### config.mk
export PLATFORM = sky130hd
export DESIGN_NAME = io_word_assembler_flat
export DESIGN_NICKNAME = d
export VERILOG_FILES = /design/src/rtl/io_word_assembler_if.sv /design/src/rtl/io_word_assembler.sv /design/src/flat_wrapper.sv
export SDC_FILE = /design/constraint.sdc
export NUM_CORES = 1
export LEC_CHECK = 0
export BUFFER_PORTS_ARGS = -buffer_cell sky130_fd_sc_hd__buf_2
export CORE_MARGIN = 4
export CORE_UTILIZATION = 47
export CTS_CLUSTER_DIAMETER = 200
export DETAILED_ROUTE_END_ITERATION = 6
export HOLD_SLACK_MARGIN = 0.06
export PLACE_DENSITY = 0.83
export SETUP_SLACK_MARGIN = 0.2
export SLEW_MARGIN = 20
export SYNTH_ARGS = -nofsm -noshare
export SYNTH_HDL_FRONTEND = slang
export SYNTH_SLANG_ARGS = --single-unit
### constraint.sdc
create_clock -name clk -period 2.5 [get_ports clk]
set_input_delay 0.5 -clock clk [delete_from_list [all_inputs] [get_ports clk]]
set_output_delay 0.5 -clock clk [all_outputs]
set_load 0.005 [all_outputs]
### src/rtl/io_word_assembler_if.sv
// Byte-stream and held-word bundle between the byte source, the word assembler
// and the downstream memory manager.
interface io_word_assembler_if #(
    parameter int DROP_CNT_W = 8
);
    logic                  in_valid;
    logic [7:0]            in_data;
    logic                  in_ready;
    logic                  done;
    logic                  store1;
    logic                  store2;
    logic [31:0]           temp1;
    logic [31:0]           temp2;
    logic [DROP_CNT_W-1:0] drop_count;

    modport master (
        output in_valid, in_data, done,
        input  in_ready, store1, store2, temp1, temp2, drop_count
    );

    modport slave (
        input  in_valid, in_data, done,
        output in_ready, store1, store2, temp1, temp2, drop_count
    );
endinterface

### src/rtl/io_word_assembler.sv
// Assembles tagged byte packets into up to two little-endian 32-bit words and
// holds them until the downstream memory manager signals done.
module io_word_assembler #(
    parameter int DROP_CNT_W = 8
) (
    input  logic              clk,
    input  logic              reset,
    io_word_assembler_if.slave bus
);
    typedef enum logic [1:0] {IDLE, W1, W2, HOLD} state_t;

    state_t                state, state_nxt;
    logic [1:0]            byte_cnt;
    logic [1:0]            tag;
    logic                  rdy;
    logic                  accept;
    logic                  last_byte;
    logic                  s1, s2;
    logic [31:0]           t1, t2;
    logic [DROP_CNT_W-1:0] drop_cnt;

    function automatic logic [DROP_CNT_W-1:0] sat_inc(input logic [DROP_CNT_W-1:0] v);
        if (v == {DROP_CNT_W{1'b1}})
            return v;
        return v + {{(DROP_CNT_W-1){1'b0}}, 1'b1};
    endfunction

    assign accept    = bus.in_valid && rdy;
    assign last_byte = accept && (byte_cnt == 2'd3);

    always_ff @(posedge clk) begin
        if (reset)
            state <= IDLE;
        else
            state <= state_nxt;
    end

    always_comb begin
        state_nxt = state;
        case (state)
            IDLE: begin
                if (accept) begin
                    if (bus.in_data[0])
                        state_nxt = W1;
                    else if (bus.in_data[1])
                        state_nxt = W2;
                end
            end
            W1:      if (last_byte) state_nxt = tag[1] ? W2 : HOLD;
            W2:      if (last_byte) state_nxt = HOLD;
            HOLD:    if (bus.done)  state_nxt = IDLE;
            default: state_nxt = IDLE;
        endcase
    end

    always_comb begin
        rdy = (state != HOLD);
    end

    // Stores are set from the latched tag on the same edge that enters HOLD,
    // so the downstream sees them with no added latency.
    always_ff @(posedge clk) begin
        if (reset) begin
            byte_cnt <= 2'd0;
            tag      <= 2'd0;
            s1       <= 1'b0;
            s2       <= 1'b0;
            t1       <= 32'd0;
            t2       <= 32'd0;
            drop_cnt <= '0;
        end else begin
            case (state)
                IDLE: begin
                    if (accept) begin
                        if (bus.in_data[1:0] == 2'b00) begin
                            drop_cnt <= sat_inc(drop_cnt);
                        end else begin
                            tag      <= bus.in_data[1:0];
                            byte_cnt <= 2'd0;
                        end
                    end
                end
                W1: begin
                    if (accept) begin
                        t1[{byte_cnt, 3'b000} +: 8] <= bus.in_data;
                        byte_cnt <= byte_cnt + 2'd1;
                        if (last_byte && !tag[1]) begin
                            s1 <= tag[0];
                            s2 <= tag[1];
                        end
                    end
                end
                W2: begin
                    if (accept) begin
                        t2[{byte_cnt, 3'b000} +: 8] <= bus.in_data;
                        byte_cnt <= byte_cnt + 2'd1;
                        if (last_byte) begin
                            s1 <= tag[0];
                            s2 <= tag[1];
                        end
                    end
                end
                HOLD: begin
                    if (bus.done) begin
                        s1 <= 1'b0;
                        s2 <= 1'b0;
                    end
                end
                default: ;
            endcase
        end
    end

    assign bus.in_ready   = rdy;
    assign bus.store1     = s1;
    assign bus.store2     = s2;
    assign bus.temp1      = t1;
    assign bus.temp2      = t2;
    assign bus.drop_count = drop_cnt;
endmodule

### src/flat_wrapper.sv
// flat-port wrapper written by rule: the top's interface ports become plain ports
module io_word_assembler_flat 
#(
    parameter int DROP_CNT_W = 8
)
  (clk, reset, bus_in_valid, bus_in_data, bus_done, bus_in_ready, bus_store1, bus_store2, bus_temp1, bus_temp2, bus_drop_count);
  io_word_assembler_if #(.DROP_CNT_W(DROP_CNT_W)) bus_i ();
  input  logic clk;
  input  logic reset;
  input wire logic [$bits(bus_i.in_valid)-1:0] bus_in_valid;
  input wire logic [$bits(bus_i.in_data)-1:0] bus_in_data;
  input wire logic [$bits(bus_i.done)-1:0] bus_done;
  output wire logic [$bits(bus_i.in_ready)-1:0] bus_in_ready;
  output wire logic [$bits(bus_i.store1)-1:0] bus_store1;
  output wire logic [$bits(bus_i.store2)-1:0] bus_store2;
  output wire logic [$bits(bus_i.temp1)-1:0] bus_temp1;
  output wire logic [$bits(bus_i.temp2)-1:0] bus_temp2;
  output wire logic [$bits(bus_i.drop_count)-1:0] bus_drop_count;
  assign bus_i.in_valid = bus_in_valid;
  assign bus_i.in_data = bus_in_data;
  assign bus_i.done = bus_done;
  assign bus_in_ready = bus_i.in_ready;
  assign bus_store1 = bus_i.store1;
  assign bus_store2 = bus_i.store2;
  assign bus_temp1 = bus_i.temp1;
  assign bus_temp2 = bus_i.temp2;
  assign bus_drop_count = bus_i.drop_count;
  io_word_assembler #(.DROP_CNT_W(DROP_CNT_W)) u_core (.clk(clk), .reset(reset), .bus(bus_i));
endmodule
; ---- Yosys cells after proc, flatten, opt, wreduce, memory -nomap -nowiden
; Cells that the tools add are included.
; W data, S select, Z words.
[totals]
register_bits = 80
word_cells = 78
output_inout_bits = 75
[op_classes]
eq_ne = 17
shift = 2
muxes = 31
add_sub_neg = 3
bitwise_logic = 1
n_reduce_logical = 16
[op_table]
columns = operator, count
row1 = $bwmux W32, 2
row2 = $shift A8 B7 Y32 const A, 1
row3 = $shiftx A8 B7 Y32, 1
row4 = $mux W2, 9
row5 = $mux W1, 15
row6 = $ne A2 B1 Y1 const B, 7
row7 = $add A8 B1 Y8 const B, 1
row8 = $eq A8 B8 Y1 const B, 1
row9 = $mux W8, 1
row10 = $ne A2 B2 Y1 const B, 4
row11 = $pmux W2 S4, 1
row12 = $reduce_and A4 Y1, 2
row13 = $neg A5 Y7, 1
row14 = $eq A2 B2 Y1 const B, 3
row15 = $pmux W1 S3, 2
row16 = $reduce_and A6 Y1, 1
row17 = $reduce_and A5 Y1, 1
row18 = $logic_not A2 Y1, 2
row19 = $pmux W2 S2, 1
row20 = $reduce_and A2 Y1, 2
row21 = $logic_and A1 B1 Y1, 3
row22 = $ne A3 B3 Y1 const B, 1
row23 = $reduce_and A3 Y1, 1
row24 = $reduce_bool A3 Y1, 1
row25 = 6 further kinds, 6

; ---- Depth between registers and ports, before layout
[logic_depth]
depth_word = 8
mapped_depth = 7
depth_no_buf = 6

; ---- Least setup slack after synthesis
; OpenSTA, ideal clock, no wires.
[synth_path]
path_type = reg2reg
startpoint = register u_core.byte_cnt[0]
endpoint = register u_core.t2[0], in the netlist u_core.bus.temp2[0]
n_path_buf = 1
setup_slack_ps = 677
stages_incl_launch_ff = 7
required_time_ps = 2430
setup_ps = 70
arrival_time_ps = 1753
synth_period_minus_slack_ps = 1823
cell_sequence = dfxtp_1 > inv_1 > ha_1 > nor2_1 > clkbuf_1 > nand3_1 > a21oi_1
[synth_between]
elab_chain_cells = 3
elab_cells_between_ends = 4
[synth_lines]
columns = item, line_no
row1 = "start, declared", io_word_assembler.sv:13  ; logic [1:0] byte_cnt;
row2 = "start signal, assigned", io_word_assembler.sv:86  ; byte_cnt <= byte_cnt + 2'd1;
row3 = "start signal, assigned", io_word_assembler.sv:96  ; byte_cnt <= byte_cnt + 2'd1;
row4 = $neg A5 Y7 *, io_word_assembler.sv:95  ; t2[{byte_cnt, 3'b000} +: 8] <= bus.in_data;
row5 = $shiftx A8 B7 Y32 / $shift A8 B7 Y32 (equally long branches), io_word_assembler.sv:95
row6 = $bwmux W32 *, io_word_assembler.sv:95
row7 = "end signal, assigned by index", io_word_assembler.sv:95
row8 = "end, declared", io_word_assembler.sv:19  ; logic [31:0] t1, t2;
; Every way passes the cells marked *; elsewhere a longest branch is shown, timed or not.
; A chain may end at the register's enable or synchronous reset.

; ---- Final worst setup path
[layout_path]
startpoint = register u_core.byte_cnt[0]
endpoint = register u_core.t2[8], in the netlist u_core.bus.temp2[8]
; The elaborated chain is that of the path after synthesis.

==> impl_metrics.env <==
export IMPL_skew_ns=0.00787
export IMPL_worst_slew_pin_transition_ns=0.652
export IMPL_syn_area_mm2=0.00339
export IMPL_final_cell_mix="buf_2, dfxtp_1, nand3_1"
export IMPL_tritoncts="yes"
export IMPL_fin_tns_setup_ns=0
export IMPL_crit_path_end_kind="register"
export IMPL_finish_utilization_pct=58.7
export IMPL_grt_max_degree=54
export IMPL_gp_congestion=0.922
export IMPL_fin_ws_ns=0.396
export IMPL_die_h_um=92.9
export IMPL_synth_area_per_cell_um2=8.11
export IMPL_hp_class="reg2reg"
export IMPL_hpwl_um=6270
export IMPL_final_common_cell="buf_2"
export IMPL_slew_headroom_pct=56.5
export IMPL_crit_fanout=16
export IMPL_ff_latch_area_mm2=0.00160
export IMPL_clk_pin_slew_ns=0.08
export IMPL_hold_buffers=0
export IMPL_io_buffers=86
export IMPL_syn_nets=439
export IMPL_fin_crit_ns=2.10
export IMPL_rsz0062_at_grt="no"
export IMPL_final_cells=586
export IMPL_muxShareOfSynthArea_pct=1.96
export IMPL_synthAdderAreaFrac_pct=3.32
export IMPL_io_pins=87
export IMPL_clkLatencyLatePin_ns=0.36
export IMPL_critPathKind="reg2reg"
export IMPL_fin_nets=506
export IMPL_synth_cells=418
export IMPL_dieArea_mm2=0.00863
export IMPL_power_density_mw_per_mm2=765
export IMPL_syn_to_final_growth_pct=19.6
export IMPL_numCtsBuffers=9
export IMPL_synth_yosys_seq_area_share_pct=47.2
export IMPL_fmax_mhz=475
export IMPL_grt_pass1_vias=3009
export IMPL_max_cap_viol_count=0
export IMPL_drt_wl_total_um=8920
export IMPL_vias=3284
export IMPL_dpl_instance_area_mm2=0.00383
export IMPL_num_rows=30
export IMPL_ys_warn_count=0
export IMPL_placed_cells=570
export IMPL_drive_above_1_share_pct=23.1
export IMPL_multi_input_area_mm2=0.00159
export IMPL_synth_compound_area_share_pct=14.2
export IMPL_finalMaxSlewViolations=0
export IMPL_grt_antenna_before_repair=0
export IMPL_nFillCells=650
export IMPL_grt_usage_pct=20.9
export IMPL_synth_distinct_cells=40
export IMPL_cts_max_level=3
export IMPL_vias_per_cell=5.60
export IMPL_synth_seq_cells=80
export IMPL_route_detailed_drc=0
export IMPL_die_w_um=92.9
export IMPL_initial_core_util_pct=49.1
export IMPL_critPathArrivalTime_ns=2.39
export IMPL_clock_sinks=80
export IMPL_cts_root_buf="clkbuf_8"
export IMPL_cts_resized_gates=0
export IMPL_setup_viol=0
export IMPL_initialDrtViolationCount=237
export IMPL_ant_nets=0
export IMPL_status="complete, no violations"
export IMPL_antenna_cells=0
export IMPL_vdd_drop_max_mv=0.450
export IMPL_cts_post_setup_buffers_inserted=0
export IMPL_final_area_mm2=0.00405
export IMPL_drtPass1Iterations=5
export IMPL_synth_xor_area_share_pct=0.258
export IMPL_critPathRequiredTime_ns=2.79
export IMPL_synth_simple_area_share_pct=27.1
export IMPL_grt_first_pass_wirelength_um=14500
export IMPL_p_leak_nw=1.68
export IMPL_core_mm2=0.00691
export IMPL_cp_start_kind="register"
export IMPL_dp_slack_ns=0.428
export IMPL_grt_overflow=0
export IMPL_post_drt_wl_per_cell_um=15.2
export IMPL_synth_top_family_by_area="simple AND/OR/NAND/NOR gates"
export IMPL_cts_buffer_depth=2
export IMPL_timing_final_crit_share_pct=84.2
export IMPL_hold_viol_final=0
==> state kept, by name, indices dropped and copies added (netlist names) <==
register and flops:
u_core.tag 2, u_core.bus.temp1 32, u_core.bus.temp2 32, u_core.state 2
u_core.bus.store1 1, u_core.bus.drop_count 8, u_core.bus.store2 1, u_core.byte_cnt 2
==> cells by family after synthesis <==
logic type	Yosys count
xor+xnor	1
flops	80
buf+inv	46
compound gates	86
fa+ha+maj	9
simple gates	190
mux	6
==> routing by layer <==
layer	part of all wire [%]	wire [um]	global-route usage, %
met1	41	3630	26.6
met2	47	4210	34.4
met3	11	958	5.85
met4	1.3	119	5.98
met5	0	0	0
==> metrics by stage <==
step	power, mW	hold slack (ns)
floorplan	1.89	0.436
global placement	2.02	0.439
detailed placement	2.05	0.444
CTS	3.12	0.456
global route	3.25	0.478
finish	3.10	0.453
==> synthesized netlist by cell type (all sizes together) <==
cell type,count,area [um^2]
dfxtp,80,1600
nand3,75,375
nand2,74,278
a21oi,69,345
clkbuf,21,80.1
buf,13,75.1
nor2,13,51.3
inv,12,45.0
and3,10,62.6
ha,9,113
mux2i,4,40.0
nor2b,4,27.5
a211o,3,26.3
nor3,3,26.3
o21ai,3,15.0
o41ai,3,26.3
a211oi,2,15.0
and2,2,12.5
and4,2,20.0
mux2,2,26.3
nand4,2,12.5
nor3b,2,31.3
a221oi,1,8.76
a22o,1,8.76
a41o,1,10.0
and3b,1,8.76
nand2b,1,6.26
nor4,1,6.26
o21a,1,7.51
o2bb2ai,1,8.76
o311a,1,10.0
xnor2,1,8.76
==> critical path: stages, from the launching register on <==
cell and delay, ns:
dfxtp_1 0.47, inv_1 0.19, ha_1 0.44, nor3b_4 0.61, nand3_1 0.15, a21oi_1 0.16
==> cell type report <==
class                      instances  area share, %
inverter                          12           1.11
clock buffer                       9           3.06
tap                               96           2.96
sequential                        80           39.5
multi-input combinational        292           39.2
timing repair buffer              90           11.7
clock inverter                     7           2.53
==> path summary, 6_finish.rpt <==
path	to	cells after the start	start	slack, ns
worst max-delay path	u_core.bus.temp2[8]$_SDFFE_PP0P_	5	u_core.byte_cnt[0]$_SDFFE_PP0P_	0.40
worst min-delay path	u_core.bus.temp2[17]$_SDFFE_PP0P_	2	u_core.bus.temp2[17]$_SDFFE_PP0P_	0.45
worst max register to register	u_core.bus.temp2[8]$_SDFFE_PP0P_	5	u_core.byte_cnt[0]$_SDFFE_PP0P_	0.40
worst min register to register	u_core.bus.temp2[17]$_SDFFE_PP0P_	2	u_core.bus.temp2[17]$_SDFFE_PP0P_	0.45
==> power by group <==
part | internal, mW | switching, mW
clock network | 0.572 | 0.499
registers | 1.33 | 0.0416
logic | 0.222 | 0.434
Power figures use the tool's default switching activity.
